## config.mk

```make
export PLATFORM = sky130hd
export DESIGN_NAME = uart_slip_deframer_flat
export DESIGN_NICKNAME = d
export VERILOG_FILES = /design/src/rtl/uart_slip_deframer_if.sv /design/src/rtl/uart_slip_deframer.sv /design/src/flat_wrapper.sv
export SDC_FILE = /design/constraint.sdc
export NUM_CORES = 1
export LEC_CHECK = 0
export ABC_CLOCK_PERIOD_IN_PS = 3310
export CORE_UTILIZATION = 55
export CTS_BUF_LIST = sky130_fd_sc_hd__clkbuf_4
export DETAILED_ROUTE_END_ITERATION = 10
export PLACE_DENSITY = 0.8
export SETUP_SLACK_MARGIN = 0.02
export SLEW_MARGIN = 0
export SYNTH_ARGS = -nofsm -noshare
export SYNTH_HDL_FRONTEND = slang
export SYNTH_SLANG_ARGS = --single-unit
```

## constraint.sdc

```tcl
create_clock -name clk -period 3.31 [get_ports clk]
set_input_delay 0.993 -clock clk [delete_from_list [all_inputs] [get_ports clk]]
set_output_delay 0.993 -clock clk [all_outputs]
set_load 0.1 [all_outputs]
```

## src/rtl/uart_slip_deframer_if.sv

```systemverilog
// Byte-stream and FIFO-output handshake bundle for the SLIP deframer.
// slave is the deframer's view; master is the UART/consumer side.
interface uart_slip_deframer_if;
  logic       in_valid;
  logic [7:0] in_byte;
  logic       in_error;
  logic       out_valid;
  logic       out_ready;
  logic [7:0] out_data;
  logic       out_eof;
  logic       out_good;

  modport slave (
    input  in_valid, in_byte, in_error, out_ready,
    output out_valid, out_data, out_eof, out_good
  );

  modport master (
    output in_valid, in_byte, in_error, out_ready,
    input  out_valid, out_data, out_eof, out_good
  );
endinterface

```

## src/rtl/uart_slip_deframer.sv

```systemverilog
// SLIP packet deframer with trailing two's-complement checksum check;
// payload bytes and end-of-frame status records leave through a FWFT FIFO.
module uart_slip_deframer #(
  parameter int MAX_LEN    = 255,
  parameter int FIFO_DEPTH = 4
) (
  input  logic                  clk,
  input  logic                  rst,
  uart_slip_deframer_if.slave   bus,
  output logic                  overflow,
  output logic                  in_frame
);
  localparam logic [7:0] END_B   = 8'hC0;
  localparam logic [7:0] ESC_B   = 8'hDB;
  localparam logic [7:0] ESC_END = 8'hDC;
  localparam logic [7:0] ESC_ESC = 8'hDD;
  localparam logic [9:0] EOF_BAD = 10'h200;
  localparam int LW = $clog2(MAX_LEN + 3);
  localparam int PW = $clog2(FIFO_DEPTH);
  localparam int CW = PW + 1;

  typedef enum logic [2:0] {S_HUNT, S_IDLE, S_DATA, S_ESC, S_DISCARD} state_t;

  state_t        state_q, state_d;
  logic [LW-1:0] len_q, len_d;
  logic [7:0]    sum_q, sum_d;
  logic [7:0]    pend_q, pend_d;
  logic          overflow_q, overflow_d;

  logic [9:0]    mem_q [FIFO_DEPTH];
  logic [PW-1:0] wrPtr_q, rdPtr_q;
  logic [CW-1:0] count_q;

  logic          push, doDecode, clearCtx, full, pop, write, lost;
  logic [9:0]    pushEntry, head;
  logic [7:0]    decByte;

  assign full  = (count_q == CW'(FIFO_DEPTH));
  assign pop   = bus.out_valid && bus.out_ready;
  assign write = push && (!full || pop);
  assign lost  = push && full && !pop;

  // Each accepted input produces at most one FIFO push; a lost payload push
  // abandons the frame so no later byte can land out of order.
  always_comb begin
    state_d    = state_q;
    len_d      = len_q;
    sum_d      = sum_q;
    pend_d     = pend_q;
    push       = 1'b0;
    pushEntry  = '0;
    doDecode   = 1'b0;
    clearCtx   = 1'b0;
    decByte    = bus.in_byte;
    overflow_d = overflow_q;

    if (bus.in_error) begin
      if (state_q inside {S_IDLE, S_DATA, S_ESC}) begin
        push      = 1'b1;
        pushEntry = EOF_BAD;
        state_d   = S_DISCARD;
        clearCtx  = 1'b1;
      end
    end else if (bus.in_valid) begin
      unique case (state_q)
        S_HUNT:    if (bus.in_byte == END_B) state_d = S_IDLE;
        S_IDLE, S_DATA: begin
          if (bus.in_byte == END_B) begin
            if (state_q == S_DATA) begin
              push      = 1'b1;
              pushEntry = (len_q < LW'(2)) ? EOF_BAD : {1'b1, sum_q == 8'h00, 8'h00};
              state_d   = S_IDLE;
              clearCtx  = 1'b1;
            end
          end else if (bus.in_byte == ESC_B) begin
            state_d = S_ESC;
          end else begin
            doDecode = 1'b1;
          end
        end
        S_ESC: begin
          if (bus.in_byte == ESC_END) begin
            decByte  = END_B;
            doDecode = 1'b1;
          end else if (bus.in_byte == ESC_ESC) begin
            decByte  = ESC_B;
            doDecode = 1'b1;
          end else begin
            push      = 1'b1;
            pushEntry = EOF_BAD;
            state_d   = (bus.in_byte == END_B) ? S_IDLE : S_DISCARD;
            clearCtx  = 1'b1;
          end
        end
        S_DISCARD: if (bus.in_byte == END_B) state_d = S_IDLE;
        default:   state_d = S_HUNT;
      endcase
    end

    if (doDecode) begin
      if (len_q == LW'(MAX_LEN + 1)) begin
        push      = 1'b1;
        pushEntry = EOF_BAD;
        state_d   = S_DISCARD;
        clearCtx  = 1'b1;
      end else begin
        state_d = S_DATA;
        pend_d  = decByte;
        len_d   = len_q + LW'(1);
        sum_d   = sum_q + decByte;
        if (len_q != '0) begin
          push      = 1'b1;
          pushEntry = {2'b00, pend_q};
          if (lost) begin
            state_d  = S_DISCARD;
            clearCtx = 1'b1;
          end
        end
      end
    end

    if (lost) overflow_d = 1'b1;
    if (clearCtx) begin
      len_d  = '0;
      sum_d  = '0;
      pend_d = '0;
    end
  end

  always_ff @(posedge clk) begin
    if (rst) begin
      state_q    <= S_HUNT;
      len_q      <= '0;
      sum_q      <= '0;
      pend_q     <= '0;
      overflow_q <= 1'b0;
      wrPtr_q    <= '0;
      rdPtr_q    <= '0;
      count_q    <= '0;
    end else begin
      state_q    <= state_d;
      len_q      <= len_d;
      sum_q      <= sum_d;
      pend_q     <= pend_d;
      overflow_q <= overflow_d;
      if (write) wrPtr_q <= wrPtr_q + PW'(1);
      if (pop)   rdPtr_q <= rdPtr_q + PW'(1);
      count_q <= count_q + CW'(write) - CW'(pop);
    end
  end

  // Storage needs no reset: the head is masked whenever the count is zero.
  always_ff @(posedge clk) begin
    if (!rst && write) mem_q[wrPtr_q] <= pushEntry;
  end

  assign head          = mem_q[rdPtr_q];
  assign bus.out_valid = (count_q != '0);
  assign bus.out_data  = bus.out_valid ? head[7:0] : 8'h00;
  assign bus.out_good  = bus.out_valid ? head[8] : 1'b0;
  assign bus.out_eof   = bus.out_valid ? head[9] : 1'b0;
  assign overflow      = overflow_q;
  assign in_frame      = (state_q == S_DATA) || (state_q == S_ESC);
endmodule

```

## src/flat_wrapper.sv

```systemverilog
// flat-port wrapper written by rule: the top's interface ports become plain ports
module uart_slip_deframer_flat 
#(
  parameter int MAX_LEN    = 255,
  parameter int FIFO_DEPTH = 4
)
  (clk, rst, overflow, in_frame, bus_in_valid, bus_in_byte, bus_in_error, bus_out_ready, bus_out_valid, bus_out_data, bus_out_eof, bus_out_good);
  uart_slip_deframer_if bus_i ();
  input  logic clk;
  input  logic rst;
  output logic overflow;
  output logic in_frame;
  input wire logic [$bits(bus_i.in_valid)-1:0] bus_in_valid;
  input wire logic [$bits(bus_i.in_byte)-1:0] bus_in_byte;
  input wire logic [$bits(bus_i.in_error)-1:0] bus_in_error;
  input wire logic [$bits(bus_i.out_ready)-1:0] bus_out_ready;
  output wire logic [$bits(bus_i.out_valid)-1:0] bus_out_valid;
  output wire logic [$bits(bus_i.out_data)-1:0] bus_out_data;
  output wire logic [$bits(bus_i.out_eof)-1:0] bus_out_eof;
  output wire logic [$bits(bus_i.out_good)-1:0] bus_out_good;
  assign bus_i.in_valid = bus_in_valid;
  assign bus_i.in_byte = bus_in_byte;
  assign bus_i.in_error = bus_in_error;
  assign bus_i.out_ready = bus_out_ready;
  assign bus_out_valid = bus_i.out_valid;
  assign bus_out_data = bus_i.out_data;
  assign bus_out_eof = bus_i.out_eof;
  assign bus_out_good = bus_i.out_good;
  uart_slip_deframer #(.MAX_LEN(MAX_LEN), .FIFO_DEPTH(FIFO_DEPTH)) u_core (.clk(clk), .rst(rst), .bus(bus_i), .overflow(overflow), .in_frame(in_frame));
endmodule
```

* After elaboration in Yosys (flattened, before gate mapping) *
Memory sizes are Yosys's and may differ from the RTL's. A register that Yosys moved wholly into a read port is not among the register bits.
Index checks and enable logic that the tools add are counted.

word-level totals
  flip-flop bits (word level) = 36
  latch bits = 0
  memory bits (writable) = 40
  ROM bits = 0
  bits of input ports = 13
  output and inout bits = 13
  logic and storage cells = 115
  memories = 1

memories
  name          words  width  rd ports  clocked after memory_dff  wr ports  RTL line                  text
  u_core.mem_q  4      10     1         1                         1         uart_slip_deframer.sv:30  logic [9:0] mem_q [FIFO_DEPTH];

cells by class
  add/subtract/negate cells = 6
  multiply operators = 0
  divide/modulo/power cells = 0
  magnitude comparators = 1
  eq/ne operators = 16
  shift operators = 0
  multiplexer cells = 61
  bitwise logic cells = 1
  reduce and logical (&&, ||, !) cells = 21

operators with widths
  operator                                                                      count
  10-bit 2-to-1 mux                                                             10
  8-bit 2-to-1 mux                                                              6
  3-bit 2-to-1 mux                                                              14
  8-bit == test, second input constant                                          4
  1-bit 2-to-1 mux                                                              24
  10-bit case mux with 2 select lines                                           1
  9-bit by 1-bit adder with 9-bit output, second input constant                 1
  9-bit == test, second input constant                                          1
  9-bit by 2-bit less-than comparator with 1-bit output, second input constant  1
  9-bit 2-to-1 mux                                                              1
  3-bit case mux with 3 select lines                                            1
  3-bit nonzero test                                                            3
  9-bit nonzero test                                                            1
  8-bit adder                                                                   1
  8-bit zero test                                                               1
  4-bit by 3-bit inequality test with 1-bit output, second input constant       2
  7-bit AND reduction                                                           1
  3-bit by 2-bit == test with 1-bit output, second input constant               2
  3-bit == test, second input constant                                          2
  2-bit OR reduction                                                            3
  1-bit logical AND                                                             5
  5-bit by 2-bit inequality test with 1-bit output, second input constant       1
  5-bit by 3-bit inequality test with 1-bit output, second input constant       1
  2-bit by 1-bit adder with 2-bit output, second input constant                 2
  12 further kinds                                                              17

* Longest topological paths before layout *
Gate-level depths: netlist of run 1.

  depth after elaboration = 16
  mapped depth = 13
  mapped depth without buffers = 12

* Least setup slack after synthesis of run 1 *
OpenSTA, ideal clock, no wires.

  path kind = input port to flip-flop
  from = input port bus_in_byte[1]
  to = register u_core.count_q[2]
  setup time = 0.128 ns
  data arrival time = 3.274 ns
  required time = 3.182 ns
  path slack = -0.092 ns
  stages = 12
  path buffers = 1
  path through = or4_4 or3_4 o21ai_1 o21a_1 o21ba_1 buf_6 ha_1 inv_1 fa_1 xor2_1 xnor2_1 nor2_1

between the ends
  longest elaborated chain between the ends = 12
  elaborated cells on any way between the ends = 23
  classes of those cells = add/sub (2); eq/ne (4); mux (16); reduce/logical (1)

ends and longest elaborated chain
  element                                        RTL line                   text
  from (decl)                                    flat_wrapper.sv:14         input wire logic [$bits(bus_i.in_byte)-1:0] bus_in_byte;
  8-bit == test                                  uart_slip_deframer.sv:85   end else if (bus.in_byte == ESC_ESC) begin
  1-bit 2-to-1 mux                               uart_slip_deframer.sv:85
  1-bit 2-to-1 mux                               uart_slip_deframer.sv:82   if (bus.in_byte == ESC_END) begin
  1-bit case mux with 2 select lines             uart_slip_deframer.sv:65   unique case (state_q)
  1-bit 2-to-1 mux                               uart_slip_deframer.sv:64   end else if (bus.in_valid) begin
  1-bit 2-to-1 mux                               uart_slip_deframer.sv:57   if (bus.in_error) begin
  1-bit 2-to-1 mux                               uart_slip_deframer.sv:111  if (len_q != '0) begin
  1-bit 2-to-1 mux                               uart_slip_deframer.sv:101  if (len_q == LW'(MAX_LEN + 1)) begin
  1-bit 2-to-1 mux *                             uart_slip_deframer.sv:100  if (doDecode) begin
  1-bit logical AND *                            uart_slip_deframer.sv:40   assign write = push && (!full || pop);
  3-bit by 1-bit adder with 3-bit output *       uart_slip_deframer.sv:148  count_q <= count_q + CW'(write) - CW'(pop);
  3-bit by 1-bit subtractor with 3-bit output *  uart_slip_deframer.sv:148
  to (signal assigned)                           uart_slip_deframer.sv:148
  to (decl)                                      uart_slip_deframer.sv:32   logic [CW-1:0] count_q;

Mark *: on every way between the ends. The rest lies on a longest branch, timed or not.
A chain may end at the register's enable or synchronous reset.

* Worst setup path after layout of run 1 *
  from = input port bus_in_byte[3]
  to = register u_core.sum_q[7]

between the ends
  elaborated cells on any way between the ends = 34
  classes of those cells = add/sub (1); eq/ne (4); mux (25); reduce/logical (4)

RTL lines
  element                RTL line                   text
  8-bit == test          uart_slip_deframer.sv:85
  8-bit 2-to-1 mux       uart_slip_deframer.sv:85
  8-bit 2-to-1 mux *     uart_slip_deframer.sv:82
  8-bit 2-to-1 mux *     uart_slip_deframer.sv:65
  8-bit 2-to-1 mux *     uart_slip_deframer.sv:64
  8-bit 2-to-1 mux *     uart_slip_deframer.sv:57
  net u_core.decByte[1]  uart_slip_deframer.sv:36   logic [7:0] decByte;
  8-bit adder *          uart_slip_deframer.sv:110  sum_d = sum_q + decByte;
  to (signal assigned)   uart_slip_deframer.sv:143  sum_q <= sum_d;
  to (decl)              uart_slip_deframer.sv:26   logic [7:0] sum_q, sum_d;

Mark *: on every way through the listed nets, which the timed path passes. The rest lies on a longest branch.

==> results.toml, run 1 <==
[finish]
antenna_cells = 0
layout_commonest_cell = "buf_4"
fin_cells = 522
fillers = 483
final_cell_mix = "buf_4, edfxtp_1, dfxtp_1, nand2_1, nor2_1"
drive_above_1_share_pct = 28.17
final_nets = 451
area_growth_pct = 24.85

[critical_path]
rrSetupSlack_ns = 0.32
r2r_start = "u_core.state_q[2]"
r2r-end = "u_core.sum_q[7]"
startpoint_type = "input port"
path_cells = "dlygate4sd2_1 > buf_6 > nand2_2 > nor4_4 > buf_4 > nand3_2 > nand2_2 > ha_4 > a21oi_4 > o211ai_1 > o41ai_2 > xor2_1 > or3_1 > a21oi_1"
critPathArrivalTime_ns = 3.59
cp_num_buf_inv = 3
crit_type = "input port to flop"
critical_path.most_common_cell = "nand2_2"
required_ns = 3.67
worstSetupEndpointType = "flop"
cpPeakStageDelay_ns = 0.38
crit_fanout = 3
slowest_stage = "o41ai_2"
critPathTopFamily = "simple AND/OR/NAND/NOR gates"
r2r_cells = 12

[placed_design]
hpwl_um = 5349
place_congestion = 0.8586
port_buffers = 25
dpl.cell_count = 496

[die]
fp.dieW_um = 85.91
num_io_pins = 26
core_area_mm2 = 0.006794
design.die.area_mm2 = 0.007381
fp.dieH_um = 85.91
num_rows = 30
start_util_pct = 57.00

[hold_path]
min_path_cells = 2
worstHoldPathType = "flop to flop"
hold_path_end = "u_core.pend_q[2]"
worstHoldStart = "u_core.pend_q[2]"

[synth]
synth_fp_nets = 378
yosysWarnings = 0
postSynthCellCount = 348
ys_types = 59
async_flop_share_pct = 0
ys.flop_type = "edfxtp_1"
netlist_area_mm2 = 0.003872
synth_edf_count = 40
ys_ff_latch = 78
ys_seq_area_share_pct = 50.66
synth_area_per_cell_um2 = 11.13

[power_and_ir_drop]
power_uw = 2976
p_leak_uw = 0.001843
power.density_mw_per_mm2 = 615.6
ir_drop_mv = 0.3068

[clock_network]
cts_sinks = 78
cts_tree = "built"
htreeDepth = 3
cts-root-buf = "clkbuf_4"
clock_latency_ns = 0.42
cts_hold_buf = 0
cts_buffer_depth = 2
clk_pin_slew_ns = 0.13
cts_inserted_buffers = 9

[grt]
grt_max_degree = 26
grt_pass1_wl_um = 12190
gr-total-overflow = 0
grt.total_usage_pct = 21.33
grt_pass1_vias = 2634
antenna_found_initial = 0

[sta]
final.setup_skew_ns = 0.01066
max_slew_margin_pct = 43.90
setup_viol = 0
hold_violations = 0
min_period_ns = 3.232
hold_ws_ns = 0.4656
slew_viol_final = 0
timing.fmax_mhz = 309.4
post-route-period-util_pct = 97.65
tightestPinTransition_ns = 0.8366

[detailed_routing]
dr_wl_met3_um = 248
wl_per_cell_um = 14.54
vias_per_cell = 5.406
drc = 0
vias = 2822
wl_um = 7592
top_layer_used = "met4"
ant_nets = 0
drt-met1-wl_um = 3389
wl_met2_um = 3895
drt_iter0_drc = 90
first_pass_iters = 4

[job]
maxCapViolations = 0

[status]
status = "finished, final reports clean"
## cell families after synthesis
group,after synthesis,share of synthesized area (%)
DFF,78,50.66
AOI/OAI and AO/OA,60,10.57
muxes,14,6.979
adders and majority gates,17,5.880
xor gates and xnor gates,18,4.071
buffers and inverters,29,3.457
and+or+nand+nor,132,18.38
## stage by stage
stage / cell area, µm² / worst slack, ns / util (%) / TNS (ns)
2_1_floorplan: 3887 / -0.06895 / - / -0.06895
3_3_place_gp: 4528 / -0.4463 / 66.65 / -15.49
3_5_place_dp: 4528 / -0.5288 / 66.65 / -19.91
4_1_cts: 4736 / 0.02286 / 69.71 / 0
5_1_grt: 4835 / -0.03028 / 71.16 / -0.03028
6_report: 4835 / 0.07778 / 71.16 / 0
## worst max-delay path by stage
stage                   start                end  slack (ns)  cells past startpoint
2_1_floorplan  bus_in_byte[1]  u_core.count_q[2]       -0.07                     12
3_3_place_gp   bus_in_byte[1]  u_core.count_q[2]       -0.45                     12
3_5_place_dp     bus_in_error    u_core.sum_q[7]       -0.53                     13
4_1_cts        bus_in_byte[1]  u_core.count_q[2]        0.02                     12
5_1_grt        bus_in_byte[3]    u_core.sum_q[7]       -0.03                     14
6_report       bus_in_byte[3]    u_core.sum_q[7]        0.08                     14
## report_power, final
part | total, µW | internal (µW) | switching (µW)
Sequential | 1180 | 1090 | 82.6
Combinational | 1270 | 459 | 808
Clock | 534 | 169 | 365
Total | 2980 | 1720 | 1260
## routing by layer
metal | track usage (%) | vias to the layer above
li1 | - | 1407
met1 | 27.54 | 1354
met3 | 3.272 | 7
met4 | 7.576 | 0
met2 | 36.51 | 54
met5 | 0 | -
## state kept, by name, summed over array words and instances, names as in the netlist, named ones only
| register | count |
|---|---|
| u_core.sum_q | 8 |
| u_core.mem_q | 40 |
| u_core.rdPtr_q | 2 |
| u_core.len_q | 9 |
| u_core.pend_q | 8 |
| u_core.overflow | 1 |
| u_core.count_q | 3 |
| u_core.state_q | 3 |
| u_core.wrPtr_q | 2 |
## worst min-delay path, cell delays in order (launching register included)
cell and delay, ns:
dfxtp_1 0.33, nand2_1 0.05, a21oi_1 0.05
## synth_stat cells, types with 6 or more instances
cell type  count  area, µm²
a21oi_1       21      105.1
nor2b_1        6      37.54
inv_1         12      45.04
xnor2_1       11      96.34
nand2_1       38      142.6
xor2_1         7      61.31
ha_1          15      187.7
dfxtp_1       38      760.7
and3_1         6      37.54
and2_1        20      125.1
nand3_1        7      35.03
nor2_1        27      101.4
clkbuf_1       7      26.28
edfxtp_1      40       1201
mux4_2        10      225.2
## what timing repair did
action                     4_1_cts  5_1_grt
setup endpoints to repair        3        3
buffers inserted                 5        5
resized for setup               13       13
pin swaps                       13       16
## cell type report
type / instances / area (µm²) / share of cell area (%)
tap: 96 / 120.1 / 2.484
inverter: 12 / 45.04 / 0.9317
sequential: 78 / 1962 / 40.58
timing repair buffer: 79 / 694.4 / 14.36
multi-input combinational: 241 / 1879 / 38.87
clock inverter: 7 / 66.31 / 1.372
clock buffer: 9 / 67.56 / 1.398
Power figures use the tool's default switching activity.
==> run 2: changes to the inputs <==
- TNS_END_PERCENT: unset -> 30
==> run 2 against run 1 <==
  * Global-route usage rose by 1.6 points
  * Design area fell by 0.31%
  * Maximum frequency fell by 1.4%
  * Die area did not move
  * Sequential cell count did not move
  * Highest routed layer unchanged
  * Sequential share of layout area rose by 0.13 points
==> results.toml, run 2 (synthesized netlist as in run 1, its figures left out) <==
[power_and_ir_drop]
pwr-share-seq_pct = 39.7
power.density_mw_per_mm2 = 617.5
p_int_uw = 1717
swShare_pct = 42.32
p_clk_share_pct = 17.9
switchingPower_uw = 1260
p_leak_uw = 0.001828
ir_drop_mv = 0.2881
p_comb_share_pct = 42.5

[grt]
grt.total_usage_pct = 22.93
grt_pass1_wl_um = 13140
antenna_found_initial = 0
grt_max_degree = 26
gr-total-overflow = 0
grt_pass1_vias = 2825

[placed_design]
port_buffers = 25
place_congestion = 0.8589
hpwl_um = 5498

[sta]
min_period_ns = 3.279
slew_viol_final = 0
hold_violations = 0
max_slew_margin_pct = 44.47
final.setup_skew_ns = 0.02157
grt_setup_unrepaired = "no"
tightestPinTransition_ns = 0.8282
post-route-period-util_pct = 99.07
timing.fmax_mhz = 305.0
setup_viol = 0
tns_ns = 0

[die]
num_rows = 30
num_io_pins = 26
design.die.area_mm2 = 0.007381
core_area_mm2 = 0.006794
start_util_pct = 57.00
fp.dieH_um = 85.91
fp.dieW_um = 85.91

[finish]
final_util_pct = 70.94
final_cell_mix = "buf_4, edfxtp_1, dfxtp_1, nand2_1, nor2_1"
area_growth_pct = 24.46
fillers = 498
final_nets = 450
largest_register_ffs = 40
top_register = "u_core.mem_q"
drive_above_1_share_pct = 28.00
top_regs = "u_core.mem_q: 40 flops, u_core.len_q: 9 flops"
antenna_cells = 0
layout_commonest_cell = "buf_4"

[detailed_routing]
ant_nets = 0
wl_per_cell_um = 14.55
first_pass_iters = 4
wl_um = 7583
drc = 0
vias_per_cell = 5.392
drt_iter0_drc = 133
vias = 2809

[clock_network]
cts_hold_buf = 0
clk_pin_slew_ns = 0.14
htreeDepth = 3
cts-root-buf = "clkbuf_4"
cts_inserted_buffers = 9
cts_buffer_depth = 2
cts_sinks = 78
cts_tree = "built"
clock_latency_ns = 0.42

[critical_path]
crit_fanout = 4
crit_type = "input port to flop"
worstSetupEndpointType = "flop"
rrSetupSlack_ns = 0.41
startpoint_type = "input port"
critPathArrivalTime_ns = 3.64
required_ns = 3.67

[job]
maxCapViolations = 0

[hold_path]
worstHoldPathType = "flop to flop"

[status]
status = "finished, final reports clean"
[run 2: per-layer routing]
metal  share of wire [%]  vias to the layer above  global-route usage (%)
li1                    -                     1397                       -
met1                  45                     1356                   29.47
met2                  51                       50                   39.47
met3                 2.8                        6                   4.620
met4                 1.1                        0                   6.364
met5                   0                        -                       0
[run 2: worst paths after layout]
kind | start | end | cells after the start
min | u_core.pend_q[0] | u_core.pend_q[0] | 2
min reg2reg | u_core.pend_q[0] | u_core.pend_q[0] | 2
max | bus_in_byte[5] | u_core.sum_q[7] | 12
max reg2reg | u_core.state_q[1] | u_core.sum_q[7] | 11
[run 2: area by class of cell]
type / instances / area, µm² / share of cell area, %
Clock buffer: 9 / 67.56 / 1.402
Clock inverter: 7 / 62.56 / 1.298
Inverter: 12 / 45.04 / 0.9346
Multi-Input combinational cell: 241 / 1879 / 38.99
Sequential cell: 78 / 1962 / 40.71
Tap cell: 96 / 120.1 / 2.492
Timing Repair Buffer: 78 / 683.2 / 14.17
[run 2: power groups by stage]
stage	Sequential [µW]	Clock, µW	Combinational, µW
finish	1180	532	1260
CTS	1180	545	1260
global placement	1190	0	1210
global route	1190	596	1360
floorplan	1150	0	985
detailed placement	1200	0	1240
[run 2: per-stage QoR]
| stage | instances | instance area, µm² | setup WS, ns | power, µW | hold WS, ns |
|---|---|---|---|---|---|
| 4_1_cts | 519 | 4767 | 0.02418 | 2977 | 0.4644 |
| 2_1_floorplan | 348 | 3880 | -0.06895 | 2138 | 0.4310 |
| 5_1_grt | 521 | 4820 | 0.02152 | 3149 | 0.4887 |
| 6_report | 521 | 4820 | 0.03081 | 2976 | 0.4602 |
| 3_5_place_dp | 498 | 4536 | -0.5534 | 2433 | 0.4459 |
| 3_3_place_gp | 498 | 4536 | -0.4528 | 2404 | 0.4390 |
[run 2: worst max-delay path, cell delays in order]
cell and delay [ns]:
clkdlybuf4s15_1 0.17, nand3b_1 0.27, nor4_4 0.37, nand3_2 0.12
o21a_1 0.26, ha_4 0.30, nand3_1 0.07, o211ai_1 0.29
o41ai_2 0.11, xor2_1 0.16, or3_1 0.36, a21oi_2 0.16
[run 2: timing repair]
| item | CTS | global route |
|---|---|---|
| pin swaps | 17 | 14 |
| resized for setup | 18 | 9 |
| setup endpoints to repair | 3 | 4 |
| setup buffers | 5 | 2 |
